`src/rtl/mc_control_fsm_pkg.sv`:
```
// Shared types and encodings for the RV32I multicycle control FSM.
// State, select and opcode encodings plus the per-state control word decode.
package mc_control_fsm_pkg;

  typedef enum logic [3:0] {
    ST_IDLE   = 4'd0,
    ST_FETCH  = 4'd1,
    ST_DECODE = 4'd2,
    ST_EXEC_R = 4'd3,
    ST_EXEC_I = 4'd4,
    ST_EXEC_U = 4'd5,
    ST_WB_ALU = 4'd6,
    ST_ADDR   = 4'd7,
    ST_MEM_RD = 4'd8,
    ST_WB_MEM = 4'd9,
    ST_MEM_WR = 4'd10,
    ST_BRANCH = 4'd11,
    ST_JAL    = 4'd12,
    ST_JALR   = 4'd13,
    ST_TRAP   = 4'd14
  } state_t;

  typedef enum logic [2:0] {
    CLS_R, CLS_I, CLS_U, CLS_MEM, CLS_BRANCH, CLS_JAL, CLS_JALR, CLS_ILLEGAL
  } op_class_t;

  localparam logic [6:0] OPCODE_LUI    = 7'b0110111;
  localparam logic [6:0] OPCODE_AUIPC  = 7'b0010111;
  localparam logic [6:0] OPCODE_JAL    = 7'b1101111;
  localparam logic [6:0] OPCODE_JALR   = 7'b1100111;
  localparam logic [6:0] OPCODE_BRANCH = 7'b1100011;
  localparam logic [6:0] OPCODE_LOAD   = 7'b0000011;
  localparam logic [6:0] OPCODE_STORE  = 7'b0100011;
  localparam logic [6:0] OPCODE_OP_IMM = 7'b0010011;
  localparam logic [6:0] OPCODE_OP     = 7'b0110011;

  localparam logic [1:0] PC_SRC_ALU    = 2'd0;
  localparam logic [1:0] PC_SRC_ALUOUT = 2'd1;
  localparam logic [1:0] PC_SRC_JALR   = 2'd2;
  localparam logic [1:0] ALU_A_RS1     = 2'd0;
  localparam logic [1:0] ALU_A_PC      = 2'd1;
  localparam logic [1:0] ALU_A_ZERO    = 2'd2;
  localparam logic [1:0] ALU_B_RS2     = 2'd0;
  localparam logic [1:0] ALU_B_IMM     = 2'd1;
  localparam logic [1:0] ALU_B_FOUR    = 2'd2;
  localparam logic [1:0] ALUOP_ADD     = 2'd0;
  localparam logic [1:0] ALUOP_FUNCT   = 2'd1;
  localparam logic [1:0] WB_SEL_ALUOUT = 2'd0;
  localparam logic [1:0] WB_SEL_MDR    = 2'd1;
  localparam logic [1:0] WB_SEL_PC4    = 2'd2;

  // in_fetch/in_branch are later qualified by mem_ready/br_taken
  typedef struct packed {
    logic       mem_req;
    logic       mem_we;
    logic       mem_addr_sel;
    logic [1:0] pc_src;
    logic [1:0] alu_a_sel;
    logic [1:0] alu_b_sel;
    logic [1:0] alu_op;
    logic       rf_we;
    logic [1:0] wb_sel;
    logic       illegal;
    logic       in_fetch;
    logic       in_branch;
    logic       pc_we_fixed;
  } ctrl_t;

  function automatic ctrl_t state_ctrl(input state_t s, input logic is_lui);
    ctrl_t c;
    c = '0;
    case (s)
      ST_FETCH: begin
        c.mem_req   = 1'b1;
        c.pc_src    = PC_SRC_ALU;
        c.alu_a_sel = ALU_A_PC;
        c.alu_b_sel = ALU_B_FOUR;
        c.alu_op    = ALUOP_ADD;
        c.in_fetch  = 1'b1;
      end
      ST_DECODE: begin
        c.alu_a_sel = ALU_A_PC;
        c.alu_b_sel = ALU_B_IMM;
      end
      ST_EXEC_R: begin
        c.alu_a_sel = ALU_A_RS1;
        c.alu_b_sel = ALU_B_RS2;
        c.alu_op    = ALUOP_FUNCT;
      end
      ST_EXEC_I: begin
        c.alu_b_sel = ALU_B_IMM;
        c.alu_op    = ALUOP_FUNCT;
      end
      ST_EXEC_U: begin
        c.alu_a_sel = is_lui ? ALU_A_ZERO : ALU_A_PC;
        c.alu_b_sel = ALU_B_IMM;
      end
      ST_WB_ALU: begin
        c.rf_we  = 1'b1;
        c.wb_sel = WB_SEL_ALUOUT;
      end
      ST_ADDR:   c.alu_b_sel = ALU_B_IMM;
      ST_MEM_RD: begin
        c.mem_req      = 1'b1;
        c.mem_addr_sel = 1'b1;
      end
      ST_WB_MEM: begin
        c.rf_we  = 1'b1;
        c.wb_sel = WB_SEL_MDR;
      end
      ST_MEM_WR: begin
        c.mem_req      = 1'b1;
        c.mem_we       = 1'b1;
        c.mem_addr_sel = 1'b1;
      end
      ST_BRANCH: begin
        c.pc_src    = PC_SRC_ALUOUT;
        c.in_branch = 1'b1;
      end
      ST_JAL: begin
        c.pc_src      = PC_SRC_ALUOUT;
        c.pc_we_fixed = 1'b1;
        c.rf_we       = 1'b1;
        c.wb_sel      = WB_SEL_PC4;
      end
      ST_JALR: begin
        c.alu_b_sel   = ALU_B_IMM;
        c.pc_src      = PC_SRC_JALR;
        c.pc_we_fixed = 1'b1;
        c.rf_we       = 1'b1;
        c.wb_sel      = WB_SEL_PC4;
      end
      ST_TRAP:   c.illegal = 1'b1;
      default:   c = '0;
    endcase
    return c;
  endfunction

endpackage

```
`src/rtl/mc_opcode_class.sv`:
```
// Combinational opcode classifier: maps IR[6:0] to the instruction class
// that DECODE dispatches on, plus the load/store and LUI/AUIPC sub-selects.
module mc_opcode_class
  import mc_control_fsm_pkg::*;
(
  input  logic [6:0] opcode,
  output op_class_t  op_class,
  output logic       is_store,
  output logic       is_lui
);

  always_comb begin
    op_class = CLS_ILLEGAL;
    case (opcode)
      OPCODE_OP:                  op_class = CLS_R;
      OPCODE_OP_IMM:              op_class = CLS_I;
      OPCODE_LUI, OPCODE_AUIPC:   op_class = CLS_U;
      OPCODE_LOAD, OPCODE_STORE:  op_class = CLS_MEM;
      OPCODE_BRANCH:              op_class = CLS_BRANCH;
      OPCODE_JAL:                 op_class = CLS_JAL;
      OPCODE_JALR:                op_class = CLS_JALR;
      default:                    op_class = CLS_ILLEGAL;
    endcase
  end

  assign is_store = (opcode == OPCODE_STORE);
  assign is_lui   = (opcode == OPCODE_LUI);

endmodule

```
`src/rtl/mc_control_fsm.sv`:
```
// Multicycle RV32I control FSM. Optional MC_CTRL_PERF_EN adds cycle and
// retired-instruction counters (cycle_cnt, instret_cnt).
module mc_control_fsm
  import mc_control_fsm_pkg::*;
#(
  parameter int unsigned RESET_IDLE_CYCLES = 1
) (
  input  logic       clk,
  input  logic       rst_n,
  input  logic [6:0] opcode,
  input  logic       br_taken,
  input  logic       mem_ready,
  output logic       mem_req,
  output logic       mem_we,
  output logic       mem_addr_sel,
  output logic       ir_we,
  output logic       pc_we,
  output logic [1:0] pc_src,
  output logic [1:0] alu_a_sel,
  output logic [1:0] alu_b_sel,
  output logic [1:0] alu_op,
  output logic       rf_we,
  output logic [1:0] wb_sel,
  output logic       illegal
`ifdef MC_CTRL_PERF_EN
  ,
  output logic [31:0] cycle_cnt,
  output logic [31:0] instret_cnt
`endif
);

  localparam logic [3:0] IDLE_LAST = 4'(RESET_IDLE_CYCLES - 1);

  state_t    state;
  state_t    state_nx;
  ctrl_t     ctrl;
  logic [3:0] idle_cnt;
  op_class_t op_class;
  logic      is_store;
  logic      is_lui;

  mc_opcode_class u_class (
    .opcode   (opcode),
    .op_class (op_class),
    .is_store (is_store),
    .is_lui   (is_lui)
  );

  always_comb begin
    state_nx = state;
    case (state)
      ST_IDLE:   if (idle_cnt == IDLE_LAST) state_nx = ST_FETCH;
      ST_FETCH:  if (mem_ready) state_nx = ST_DECODE;
      ST_DECODE: begin
        case (op_class)
          CLS_R:      state_nx = ST_EXEC_R;
          CLS_I:      state_nx = ST_EXEC_I;
          CLS_U:      state_nx = ST_EXEC_U;
          CLS_MEM:    state_nx = ST_ADDR;
          CLS_BRANCH: state_nx = ST_BRANCH;
          CLS_JAL:    state_nx = ST_JAL;
          CLS_JALR:   state_nx = ST_JALR;
          default:    state_nx = ST_TRAP;
        endcase
      end
      ST_EXEC_R, ST_EXEC_I, ST_EXEC_U: state_nx = ST_WB_ALU;
      ST_ADDR:   state_nx = is_store ? ST_MEM_WR : ST_MEM_RD;
      ST_MEM_RD: if (mem_ready) state_nx = ST_WB_MEM;
      ST_MEM_WR: if (mem_ready) state_nx = ST_FETCH;
      ST_WB_ALU, ST_WB_MEM, ST_BRANCH, ST_JAL, ST_JALR: state_nx = ST_FETCH;
      ST_TRAP:   state_nx = ST_TRAP;
      default:   state_nx = ST_IDLE;
    endcase
  end

  // The control word is registered from the next state, so outputs are a
  // pure function of the state register while still arriving on time.
  always_ff @(posedge clk) begin
    if (!rst_n) begin
      state    <= ST_IDLE;
      ctrl     <= '0;
      idle_cnt <= '0;
`ifdef MC_CTRL_PERF_EN
      cycle_cnt   <= '0;
      instret_cnt <= '0;
`endif
    end else begin
      state <= state_nx;
      ctrl  <= state_ctrl(state_nx, is_lui);
      if (state == ST_IDLE) idle_cnt <= idle_cnt + 4'd1;
`ifdef MC_CTRL_PERF_EN
      if (state != ST_IDLE && state != ST_TRAP) cycle_cnt <= cycle_cnt + 32'd1;
      if (state_nx == ST_FETCH && state != ST_IDLE && state != ST_FETCH)
        instret_cnt <= instret_cnt + 32'd1;
`endif
    end
  end

  assign mem_req      = ctrl.mem_req;
  assign mem_we       = ctrl.mem_we;
  assign mem_addr_sel = ctrl.mem_addr_sel;
  assign pc_src       = ctrl.pc_src;
  assign alu_a_sel    = ctrl.alu_a_sel;
  assign alu_b_sel    = ctrl.alu_b_sel;
  assign alu_op       = ctrl.alu_op;
  assign rf_we        = ctrl.rf_we;
  assign wb_sel       = ctrl.wb_sel;
  assign illegal      = ctrl.illegal;
  assign ir_we        = ctrl.in_fetch & mem_ready;
  assign pc_we        = ctrl.pc_we_fixed | (ctrl.in_fetch & mem_ready) |
                        (ctrl.in_branch & br_taken);

endmodule

```
`config.mk`:
```
export PLATFORM = sky130hd
export DESIGN_NAME = mc_control_fsm
export DESIGN_NICKNAME = d
export VERILOG_FILES = /design/src/rtl/mc_control_fsm_pkg.sv /design/src/rtl/mc_opcode_class.sv /design/src/rtl/mc_control_fsm.sv
export SDC_FILE = /design/constraint.sdc
export NUM_CORES = 1
export LEC_CHECK = 0
export BUFFER_PORTS_ARGS = -buffer_cell sky130_fd_sc_hd__buf_4
export CAP_MARGIN = 20
export CORE_ASPECT_RATIO = 2
export CORE_MARGIN = 2
export CORE_UTILIZATION = 40
export CTS_BUF_LIST = sky130_fd_sc_hd__clkbuf_16
export CTS_CLUSTER_DIAMETER = 200
export DETAILED_ROUTE_END_ITERATION = 7
export GPL_TIMING_DRIVEN = 0
export PLACE_DENSITY = 0.67
export REMOVE_ABC_BUFFERS = 1
export SKIP_CTS_REPAIR_TIMING = 1
export SLEW_MARGIN = 30
export SYNTH_ARGS = -nofsm -noshare
export SYNTH_HDL_FRONTEND = slang
export SYNTH_SLANG_ARGS = --single-unit
```
`constraint.sdc`:
```
create_clock -name clk -period 2.9 [get_ports clk]
set_input_delay 0.29 -clock clk [delete_from_list [all_inputs] [get_ports clk]]
set_output_delay 0.29 -clock clk [all_outputs]
set_load 0.01 [all_outputs]
```
Word-level counts from Yosys, hierarchy flattened
Index checks and enable logic that the tools add are counted.
{"block": "word_totals", "elab_cells": 98, "register_bits": 26, "output_inout_bits": 17}
{"block": "op_classes", "mux": 21, "n_addsub": 1, "eq_ne": 43, "reduce_logical": 14, "bitwise": 4}
{"operator": "equality test 4 bit, second input constant", "n": 14}
{"operator": "case mux 4 bit (9 select lines)", "n": 1}
{"operator": "equality test 4 x 3 -> 1 bit, second input constant", "n": 8}
{"operator": "case mux 4 bit (7 select lines)", "n": 1}
{"operator": "equality test 7 x 6 -> 1 bit, second input constant", "n": 3}
{"operator": "equality test 7 bit, second input constant", "n": 3}
{"operator": "case mux 3 bit (7 select lines)", "n": 1}
{"operator": "equality test 4 x 2 -> 1 bit, second input constant", "n": 4}
{"operator": "two-way mux 4 bit", "n": 4}
{"operator": "equality test 7 x 5 -> 1 bit, second input constant", "n": 2}
{"operator": "OR reduction 2 bit", "n": 7}
{"operator": "case mux 2 bit (2 select lines)", "n": 3}
{"operator": "OR reduction 5 bit", "n": 2}
{"operator": "equality test 3 bit, second input constant", "n": 3}
{"operator": "case mux 3 bit (3 select lines)", "n": 1}
{"operator": "equality test 4 x 1 -> 1 bit, second input constant", "n": 2}
{"operator": "logical NOT 4 bit", "n": 2}
{"operator": "two-way mux 1 bit", "n": 8}
{"operator": "equality test 7 x 2 -> 1 bit, second input constant", "n": 1}
{"operator": "equality test 3 x 2 -> 1 bit, second input constant", "n": 2}
{"operator": "OR reduction 3 bit", "n": 2}
{"operator": "adder 4 x 1 -> 4 bit, second input constant", "n": 1}
{"operator": "two-way mux 2 bit", "n": 2}
{"operator": "equality test 3 x 1 -> 1 bit, second input constant", "n": 1}
{"operator": "3 further kinds", "n": 5}

Depth between registers and ports, before layout
Gate-level depths: netlist of run 1.
{"block": "logic_depth", "depth_word": 9, "mapped_depth": 13, "depth_no_buf": 13}

Cells and area by module
Synthesis of run 1 repeated with hierarchy kept, for this count alone.
{"block": "hier_totals", "cells_unflattened": 154, "hier_area_um2": 1343.8}
{"mod": "mc_control_fsm", "area_per_inst_um2": 1248.7, "cells_each": 138, "instances": 1, "seq_area_each_um2": 500.5}
{"mod": "mc_opcode_class", "area_per_inst_um2": 95.1, "cells_each": 16, "instances": 1, "seq_area_each_um2": 0.0}

Worst setup path after synthesis of run 1
No wires, ideal clock.
{"block": "synth_timing", "path_kind": "input -> register", "start": "input port opcode[4]", "end": "register ctrl, in the netlist alu_b_sel[0]", "stages": 11, "setup_slack_ns": 0.386, "setup_ns": 0.124, "required_time_ns": 2.776, "arrival_time_ns": 2.389, "path_cell_list": "nand3b_1 a211o_1 o21ai_0 nand3_1 ha_1 o31a_1 or3b_2 clkbuf_1 clkbuf_1 a31oi_1 o21ai_0"}
{"block": "synth_between", "elab_chain_cells": 9, "word_cells_on_any_way": 30}
{"element": "start, declared", "line": "mc_control_fsm.sv:10", "rtl": "input logic [6:0] opcode,"}
{"element": "equality test 7 x 6 -> 1 bit, or another cell as far along", "line": "mc_opcode_class.sv:14, mc_opcode_class.sv:26"}
{"element": "OR reduction 2 bit", "line": "mc_opcode_class.sv:14", "rtl": "case (opcode)"}
{"element": "case mux 3 bit (7 select lines)", "line": "mc_opcode_class.sv:14"}
{"element": "equality test 3 bit, or another cell as far along", "line": "mc_control_fsm.sv:55", "rtl": "case (op_class)"}
{"element": "case mux 4 bit (7 select lines)", "line": "mc_control_fsm.sv:55"}
{"element": "case mux 4 bit (9 select lines) (*)", "line": "mc_control_fsm.sv:51", "rtl": "case (state)"}
{"element": "equality test 4 bit, or another cell as far along", "line": "mc_control_fsm_pkg.sv:72", "rtl": "case (s)"}
{"element": "OR reduction 5 bit (no source line)"}
{"element": "case mux 2 bit (2 select lines) (*)", "line": "mc_control_fsm_pkg.sv:72"}
{"element": "end signal, assigned", "line": "mc_control_fsm.sv:89", "rtl": "ctrl <= state_ctrl(state_nx, is_lui);"}
{"element": "end, declared", "line": "mc_control_fsm.sv:36", "rtl": "ctrl_t ctrl;"}
Mark *: on every way between the ends. The rest lies on a longest branch, timed or not.
A chain may end at the register's enable or synchronous reset.

Worst setup path in the final report of run 1
{"block": "layout_timing", "start": "input port opcode[4]", "end": "register ctrl[2] (netlist bit)"}
{"block": "layout_between", "elab_chain_cells": 8, "word_cells_on_any_way": 24}
{"element": "equality test 7 x 6 -> 1 bit, or another cell as far along", "line": "mc_opcode_class.sv:14, mc_opcode_class.sv:26"}
{"element": "OR reduction 2 bit", "line": "mc_opcode_class.sv:14"}
{"element": "case mux 3 bit (7 select lines)", "line": "mc_opcode_class.sv:14"}
{"element": "equality test 3 bit, or another cell as far along", "line": "mc_control_fsm.sv:55"}
{"element": "case mux 4 bit (7 select lines)", "line": "mc_control_fsm.sv:55"}
{"element": "case mux 4 bit (9 select lines) (*)", "line": "mc_control_fsm.sv:51"}
{"element": "equality test 4 x 1 -> 1 bit (*)", "line": "mc_control_fsm_pkg.sv:72"}
{"element": "two-way mux 1 bit (*)", "line": "mc_control_fsm_pkg.sv:72"}
Marks and branches as above.

==> results.ini, run 1 <==
[outcome]
outcome=finished with violations
violations=design-rule violations

[cts]
cts_tree=done
clkTransAtPathRegs_ns=0.06
cts_sinks=25
cts_made_buffers=3
cts_max_level=1
ctsLongestPathBuffers=2
cts_root_buf=clkbuf_16
clock_latency_ns=0.26

[setup_path]
crit_slowest_cell=a31oi_1
critPathLaunch=opcode[4]
r2r_end=mem_req
path_max_fanout=8
worstPathCellList=buf_4 -> nand3b_1 -> a211o_1 -> o21ai_0 -> nand3_1 -> inv_1 -> ha_1 -> nor2_1 -> or4_1 -> a31oi_1 -> and2_1 -> nand3_1 -> nor2_1
reg2regPathDepth=6
endpoint_kind=flop
crit_type=in2reg
r2r_start=state[3]
crit_path_end=ctrl[2]
crit_required_ns=3.08
r2r_slack_ns=0.78
start_kind=primary input
arrival_ns=2.81
cpPeakStageDelay_ns=0.42

[final_layout]
synthToLayoutAreaGrowth_pct=14.7
nFillCells=346
n_antenna_cell=0
finish.utilization=0.476
layout-drive-gt1-share=0.211
nNetsFinal=191
final_cells=207

[route]
finalWirelength_um=2810
drc_errors=1
wl_per_cell_um=13.6
dr_total_vias=1160
vias_per_cell=5.60
antenna_left=0
drt_iter0_drc=19
dr.pass1.iters=6

[floorplan]
fp.dieArea_um2=3980
initial_core_util=0.415
die_y_um=87.3
die_width_um=45.6
num_rows=30
io_pins=28
coreArea_um2=3340

[power_and_ir_drop]
seqPwrFrac=0.325
power_leakage_nw=0.700
p_clk_frac=0.189
vdd_drop_max_mv=0.460
p_comb_frac=0.486
power_density_nw_per_um2=1010
internal-power_w=0.000949
p_switching_w=0.000653
netSwitchingFraction=0.407

[place]
gp_congestion=0.869
io_buffer_count=26
place_inst=203
hpwl_um=2190

[global_routing]
grtUsageTotal=0.157
grt_pass1_wl_um=4630
gr-total-overflow=0
antenna_found_initial=0
grt_pass1_vias=1135
grt_max_degree=16

[yosys]
synthCells=163
post_synth.cell_area_avg_um2=8.51
synth_xor_area_frac=0.0379
synth.distinct_cells=55
synth_area_leaders=dfxtp_1 36%, buf_4 5.4%, nor2_1 4.6%
async_flop_share=0
yosysMostFrequentCell=dfxtp_1
synthAdderAreaFrac=0.0361
synth_commonest_cells=25 x dfxtp_1, 17 x nor2_1, 12 x inv_1, 10 x buf_4, 9 x nand2_1
synth_area_um2=1390
synth_edf_count=0
synth_top_area_frac=0.361
ys_seq_elements=25
synth_top_family_by_area=simple AND/OR/NAND/NOR gates
synth_compound_gate_area_share=0.170
yosysSeqAreaShare=0.361
yosysTopAreaCell=dfxtp_1
synth.area.mux_share=0.0216
synth-main-ff-cell=dfxtp_1
yosysWarnings=0
synthSimpleGateAreaFrac=0.253

[timing]
worstMarginPinSlew_ns=0.746
maxSlewViolCount=0
clock.fmax_mhz=380
hold_viol_final=0
rsz0062_at_grt=false
fin_crit_sh=0.907
fin_skew_ns=0.00256
fin_crit_ns=2.63
fin_setup_tns_ns=0
setup_viol=0
relSlewSlack=0.498

[min_path]
hold_path_class=in2reg

[run]
maxCapViolCount=0

## power by group through the flow
stage	logic (W)	clock network (W)	registers, W
after floorplan	0.000558	0	0.000519
after global placement	0.000757	0	0.000520
after detailed placement	0.000779	0	0.000523
after CTS	0.000782	0.000307	0.000516
after global routing	0.000865	0.000323	0.000532
final	0.000778	0.000303	0.000520
## cell usage in the layout, fill, tap and decap left out, drive strengths merged, types with 2 or more instances in the layout
cell    Yosys  routed
nand3       3       3
a21oi       2       2
dfxtp      25      25
nand2       9       9
inv        13      13
or3b        2       2
nor4        2       2
o21a        2       2
and2        5       5
o22ai       2       2
nor4b       3       3
mux2i       3       3
a211o       3       3
or4         2       2
clkbuf      6       3
a31oi       2       2
buf        12      26
ha          4       4
xor2        3       3
and3        2       2
nor2b       2       2
nor2       17      17
o31ai       2       2
xnor2       3       3
o21ai       6       6
nand3b      3       3
nor3        3       3
## worst min path at each step
stage | start | end | slack (ns) | cells past startpoint
after floorplan | rst_n | state[0] | 0.41 | 1
after global placement | idle_cnt[3] | idle_cnt[3] | 0.50 | 2
after detailed placement | idle_cnt[3] | idle_cnt[3] | 0.50 | 2
after CTS | rst_n | state[0] | 0.28 | 2
after global routing | rst_n | state[0] | 0.27 | 2
final | rst_n | state[0] | 0.27 | 2
## through the flow
step	cell area, um2	worst slack [ns]	hold slack [ns]	total power (W)
after floorplan	1270	0.504	0.412	0.00108
after global placement	1510	0.0313	0.499	0.00128
after detailed placement	1510	0.00316	0.503	0.00130
after CTS	1590	0.259	0.276	0.00161
after global routing	1590	0.0150	0.273	0.00172
final	1590	0.269	0.272	0.00160
## final cells by class
cell class              count  area, um2  share of cell area
flip-flops and latches     25        500               0.314
clock buffers               3       75.1              0.0472
clock inverters             1       7.51             0.00472
multi-input cells         107        724               0.455
repair buffers             26        195               0.123
well taps                  32       40.0              0.0252
inverters                  13       48.8              0.0307
## kinds of logic after synthesis
logic type | after synthesis
and+or+nand+nor | 61
other | 1
muxes | 3
adders and majority gates | 4
DFF | 25
buffers and inverters | 31
xor gates and xnor gates | 6
AOI/OAI and AO/OA | 32
## per-layer routing
metal / GRT usage / share of wire / vias up
li1: - / - / 586
met1: 0.151 / 0.38 / 536
met2: 0.288 / 0.55 / 29
met3: 0.0187 / 0.032 / 9
met4: 0.0989 / 0.038 / 0
met5: 0 / 0 / -
## worst max-delay path: cells and delay by family
| kind | cells | cell delay, ns |
|---|---|---|
| AOI/OAI and AO/OA | 3 | 0.76 |
| buffers and inverters | 2 | 0.22 |
| and+or+nand+nor | 7 | 1.39 |
| adders and majority gates | 1 | 0.15 |
## registers in the layout, summed over array words and instances, names as in the netlist
name,flops
idle_cnt,4
state,4
ctrl,3
alu_a_sel,2
alu_b_sel,2
pc_src,2
wb_sel,2
alu_op,1
illegal,1
mem_addr_sel,1
mem_req,1
mem_we,1
rf_we,1
(Power assumes the default switching activity.)
==> inputs of run 2 (changes only) <==
Settings changed: PLACE_DENSITY 0.67 to 0.72, REMOVE_ABC_BUFFERS 1 to unset.
==> results.ini, run 2 (synthesized netlist as in run 1, its figures left out) <==
[route]
finalWirelength_um=2700
wl_per_cell_um=12.1
dr_total_vias=1194
drc_errors=0
dr.pass1.iters=4
vias_per_cell=5.33
drt_iter0_drc=25
antenna_left=0

[setup_path]
crit_type=in2reg
crit_required_ns=3.04
path_common_cell=o21ai_0
crit_family=compound AO/OA/AOI/OAI gates
worstPathCellList=buf_4 -> nand3b_1 -> a211o_1 -> o21ai_0 -> nand3_1 -> ha_1 -> o31a_1 -> or3b_2 -> clkbuf_1 -> clkbuf_2 -> a31oi_1 -> o21ai_0
path_buf_inv=3
endpoint_kind=flop
worst-path-stages=12
start_kind=primary input
cpPeakStageDelay_ns=0.45
arrival_ns=2.79
path_max_fanout=10
crit_slowest_cell=or3b_2
reg2regPathDepth=9

[global_routing]
antenna_found_initial=0
grtUsageTotal=0.152
grt_max_degree=14
grt_pass1_vias=1100
grt_pass1_wl_um=4490
gr-total-overflow=0

[timing]
fin_crit_sh=0.913
hold_viol_final=0
fin_skew_ns=0.00430
setup_viol=0
clock.fmax_mhz=378
rsz0062_at_grt=false
worstMarginPinSlew_ns=0.758
maxSlewViolCount=0
fin_crit_ns=2.65
relSlewSlack=0.490

[power_and_ir_drop]
internal-power_w=0.00101
power_density_nw_per_um2=984
p_switching_w=0.000668
power_leakage_nw=0.774
netSwitchingFraction=0.399
vdd_drop_max_mv=0.503
p_clk_frac=0.178
p_comb_frac=0.548
seqPwrFrac=0.274

[place]
gp_congestion=0.879
dpl_cell_area_um2=1620
hpwl_um=2150
io_buffer_count=25

[final_layout]
synthToLayoutAreaGrowth_pct=22.6
finish.utilization=0.509
nFillCells=327
stdcell_area_um2=1700
n_antenna_cell=0
mostFrequentLayoutCell=buf_4
layout_common_cells=35 x buf_4, 25 x dfxtp_1, 17 x nor2_1
nNetsFinal=208
reg_top3=idle_cnt: 4 flops, state: 4 flops, ctrl: 3 flops
layout-drive-gt1-share=0.255

[cts]
clkTransAtPathRegs_ns=0.06
cts_sinks=25
cts_root_buf=clkbuf_16
clock_latency_ns=0.26
cts_max_level=1
cts_made_buffers=3
ctsLongestPathBuffers=2
cts_tree=done

[min_path]
hold_path_class=in2reg
holdPathStages=2

[floorplan]
coreArea_um2=3340
num_rows=30
fp.dieArea_um2=3980
die_y_um=87.3
die_width_um=45.6
initial_core_util=0.415
io_pins=28

[outcome]
outcome=finished, final reports clean

[yosys]
synth_fp_nets=178

[run]
maxCapViolCount=0

## run 2: routing by layer
layer  track usage  wire (um)  vias up
li1              -          -      624
met3        0.0207         80        7
met1         0.148       1020      534
met2         0.270       1520       29
met5             0          0        -
met4         0.107         78        0
## run 2: path summary, 6_finish.rpt
kind / from / end / slack, ns
setup / recovery: opcode[4] / alu_b_sel[0] / 0.25
hold / removal: rst_n / state[0] / 0.27
setup reg to reg: state[3] / alu_b_sel[0] / 0.53
hold reg to reg: idle_cnt[3] / idle_cnt[3] / 0.52
## run 2: power by group through the flow
stage                     Sequential (W)  Combinational, W  Clock [W]
after floorplan                 0.000466          0.000680          0
after detailed placement        0.000465          0.000907          0
after CTS                       0.000459          0.000913   0.000300
after global routing            0.000466           0.00101   0.000311
after global placement          0.000465          0.000900          0
final                           0.000458          0.000917   0.000298
## run 2: layout make-up
type                    count  area (um2)  share of cell area
multi-input cells         107         731               0.429
well taps                  32        40.0              0.0235
clock buffers               3        75.1              0.0441
repair buffers             25         188               0.110
inverters                  13        48.8              0.0287
plain buffers              18         115              0.0676
clock inverters             1        3.75             0.00221
flip-flops and latches     25         500               0.294
## run 2: metrics by stage
stage / TNS (ns) / power [W] / std cells / hold WS (ns) / worst slack, ns
6_report: 0 / 0.00167 / 224 / 0.267 / 0.253
3_3_place_gp: -0.117 / 0.00137 / 220 / 0.498 / -0.0791
3_5_place_dp: -0.201 / 0.00137 / 220 / 0.515 / -0.0990
2_1_floorplan: 0 / 0.00115 / 163 / 0.412 / 0.386
4_1_cts: 0 / 0.00167 / 224 / 0.267 / 0.162
5_1_grt: 0 / 0.00179 / 224 / 0.281 / 0.0344
==> inputs of run 3 (changes only) <==
Settings changed: CORE_ASPECT_RATIO 2 to unset, CORE_UTILIZATION 40 to 54, CTS_CLUSTER_DIAMETER 200 to 150, PLACE_DENSITY 0.72 to 0.9.
==> results.ini, run 3 (synthesized netlist as in run 1, its figures left out) <==
[place]
hpwl_um=2140
io_buffer_count=25
gp_congestion=0.865
place_inst=218

[route]
dr.pass1.iters=4
vias_per_cell=5.50
wl_per_cell_um=12.6
drc_errors=0
dr_total_vias=1222
drt_iter0_drc=31
finalWirelength_um=2800
antenna_left=0

[setup_path]
arrival_ns=2.77
endpoint_kind=flop
crit_required_ns=3.04
path_max_fanout=10
crit_type=in2reg
start_kind=primary input
critPathLaunch=opcode[4]
r2r_start=state[3]

[final_layout]
layout-drive-gt1-share=0.250
mostFrequentLayoutCell=buf_4
reg_top3=idle_cnt: 4 flops, state: 4 flops, ctrl: 3 flops
layout_common_cells=35 x buf_4, 25 x dfxtp_1, 17 x nor2_1
seq_area_um2=500
multi_input_area_um2=724
nNetsFinal=208
nFillCells=194
synthToLayoutAreaGrowth_pct=22.0
n_antenna_cell=0
final_cells=222
finish.utilization=0.690

[global_routing]
grt_pass1_wl_um=4350
gr-total-overflow=0
grt_pass1_vias=1040
grtUsageTotal=0.207
grt_max_degree=14
antenna_found_initial=0

[cts]
clkTransAtPathRegs_ns=0.06
cts_root_buf=clkbuf_16
ctsLongestPathBuffers=2
cts_max_level=1
cts_sinks=25
clock_latency_ns=0.26
cts_made_buffers=3
cts_tree=done

[floorplan]
die_width_um=54.7
io_pins=28
fp.dieArea_um2=2990
die_y_um=54.7
num_rows=18
initial_core_util=0.565
coreArea_um2=2450

[power_and_ir_drop]
power_density_nw_per_um2=987
power_leakage_nw=0.773
vdd_drop_max_mv=0.601

[timing]
fin_crit_ns=2.63
worstMarginPinSlew_ns=0.738
rsz0062_at_grt=false
hold_viol_final=0
clock.fmax_mhz=380
fin_crit_sh=0.907
fin_skew_ns=0.00265
setup_viol=0
maxSlewViolCount=0
relSlewSlack=0.503

[outcome]
outcome=finished, final reports clean

[run]
maxCapViolCount=0

[min_path]
hp-start=rst_n
hold_path_class=in2reg

[yosys]
synth_fp_nets=178

## run 3: stage by stage
step                      total power, W  hold WS [ns]  TNS, ns  cell area (um2)  setup slack (ns)
after floorplan                  0.00115         0.412        0             1390             0.386
after global placement           0.00133         0.495        0             1610            0.0224
after detailed placement         0.00137         0.512  -0.0530             1610           -0.0359
after CTS                        0.00167         0.280        0             1690             0.214
after global routing             0.00179         0.283        0             1690            0.0106
final                            0.00167         0.284        0             1690             0.270
## run 3: critical path: stages
cell      delay, ns
buf_4          0.14
nand3b_1       0.23
a211o_1        0.28
o21ai_0        0.07
nand3_1        0.14
ha_1           0.22
o31a_1         0.31
or3b_2         0.43
clkbuf_1       0.16
clkbuf_2       0.21
a31oi_1        0.19
o21ai_0        0.10
## run 3: layout make-up
type	count	area share
Buffer	18	0.0680
Clock inverter	1	0.00222
Tap cell	30	0.0222
Multi-Input combinational cell	107	0.428
Clock buffer	3	0.0443
Timing Repair Buffer	25	0.111
Sequential cell	25	0.296
Inverter	13	0.0288
## run 3: path summary, 6_finish.rpt
kind | end | slack (ns) | cells after the start
setup reg to reg | alu_b_sel[0] | 0.57 | 9
hold / removal | state[0] | 0.28 | 2
hold reg to reg | idle_cnt[3] | 0.53 | 2
setup / recovery | alu_b_sel[0] | 0.27 | 12
## run 3: routing by layer
| layer | global-route usage | share of wire | up-vias |
|---|---|---|---|
| met5 | 0 | 0 | - |
| met4 | 0.113 | 0.021 | 0 |
| met3 | 0.0246 | 0.045 | 5 |
| met2 | 0.367 | 0.51 | 36 |
| met1 | 0.237 | 0.42 | 562 |
| li1 | - | - | 619 |
## run 3: power by group
part / internal [W] / leakage, nW / total [W] / switching, W
combinational: 0.000394 / 0.527 / 0.000913 / 0.000519
sequential: 0.000425 / 0.204 / 0.000462 / 0.0000374
clock: 0.000184 / 0.0423 / 0.000295 / 0.000111
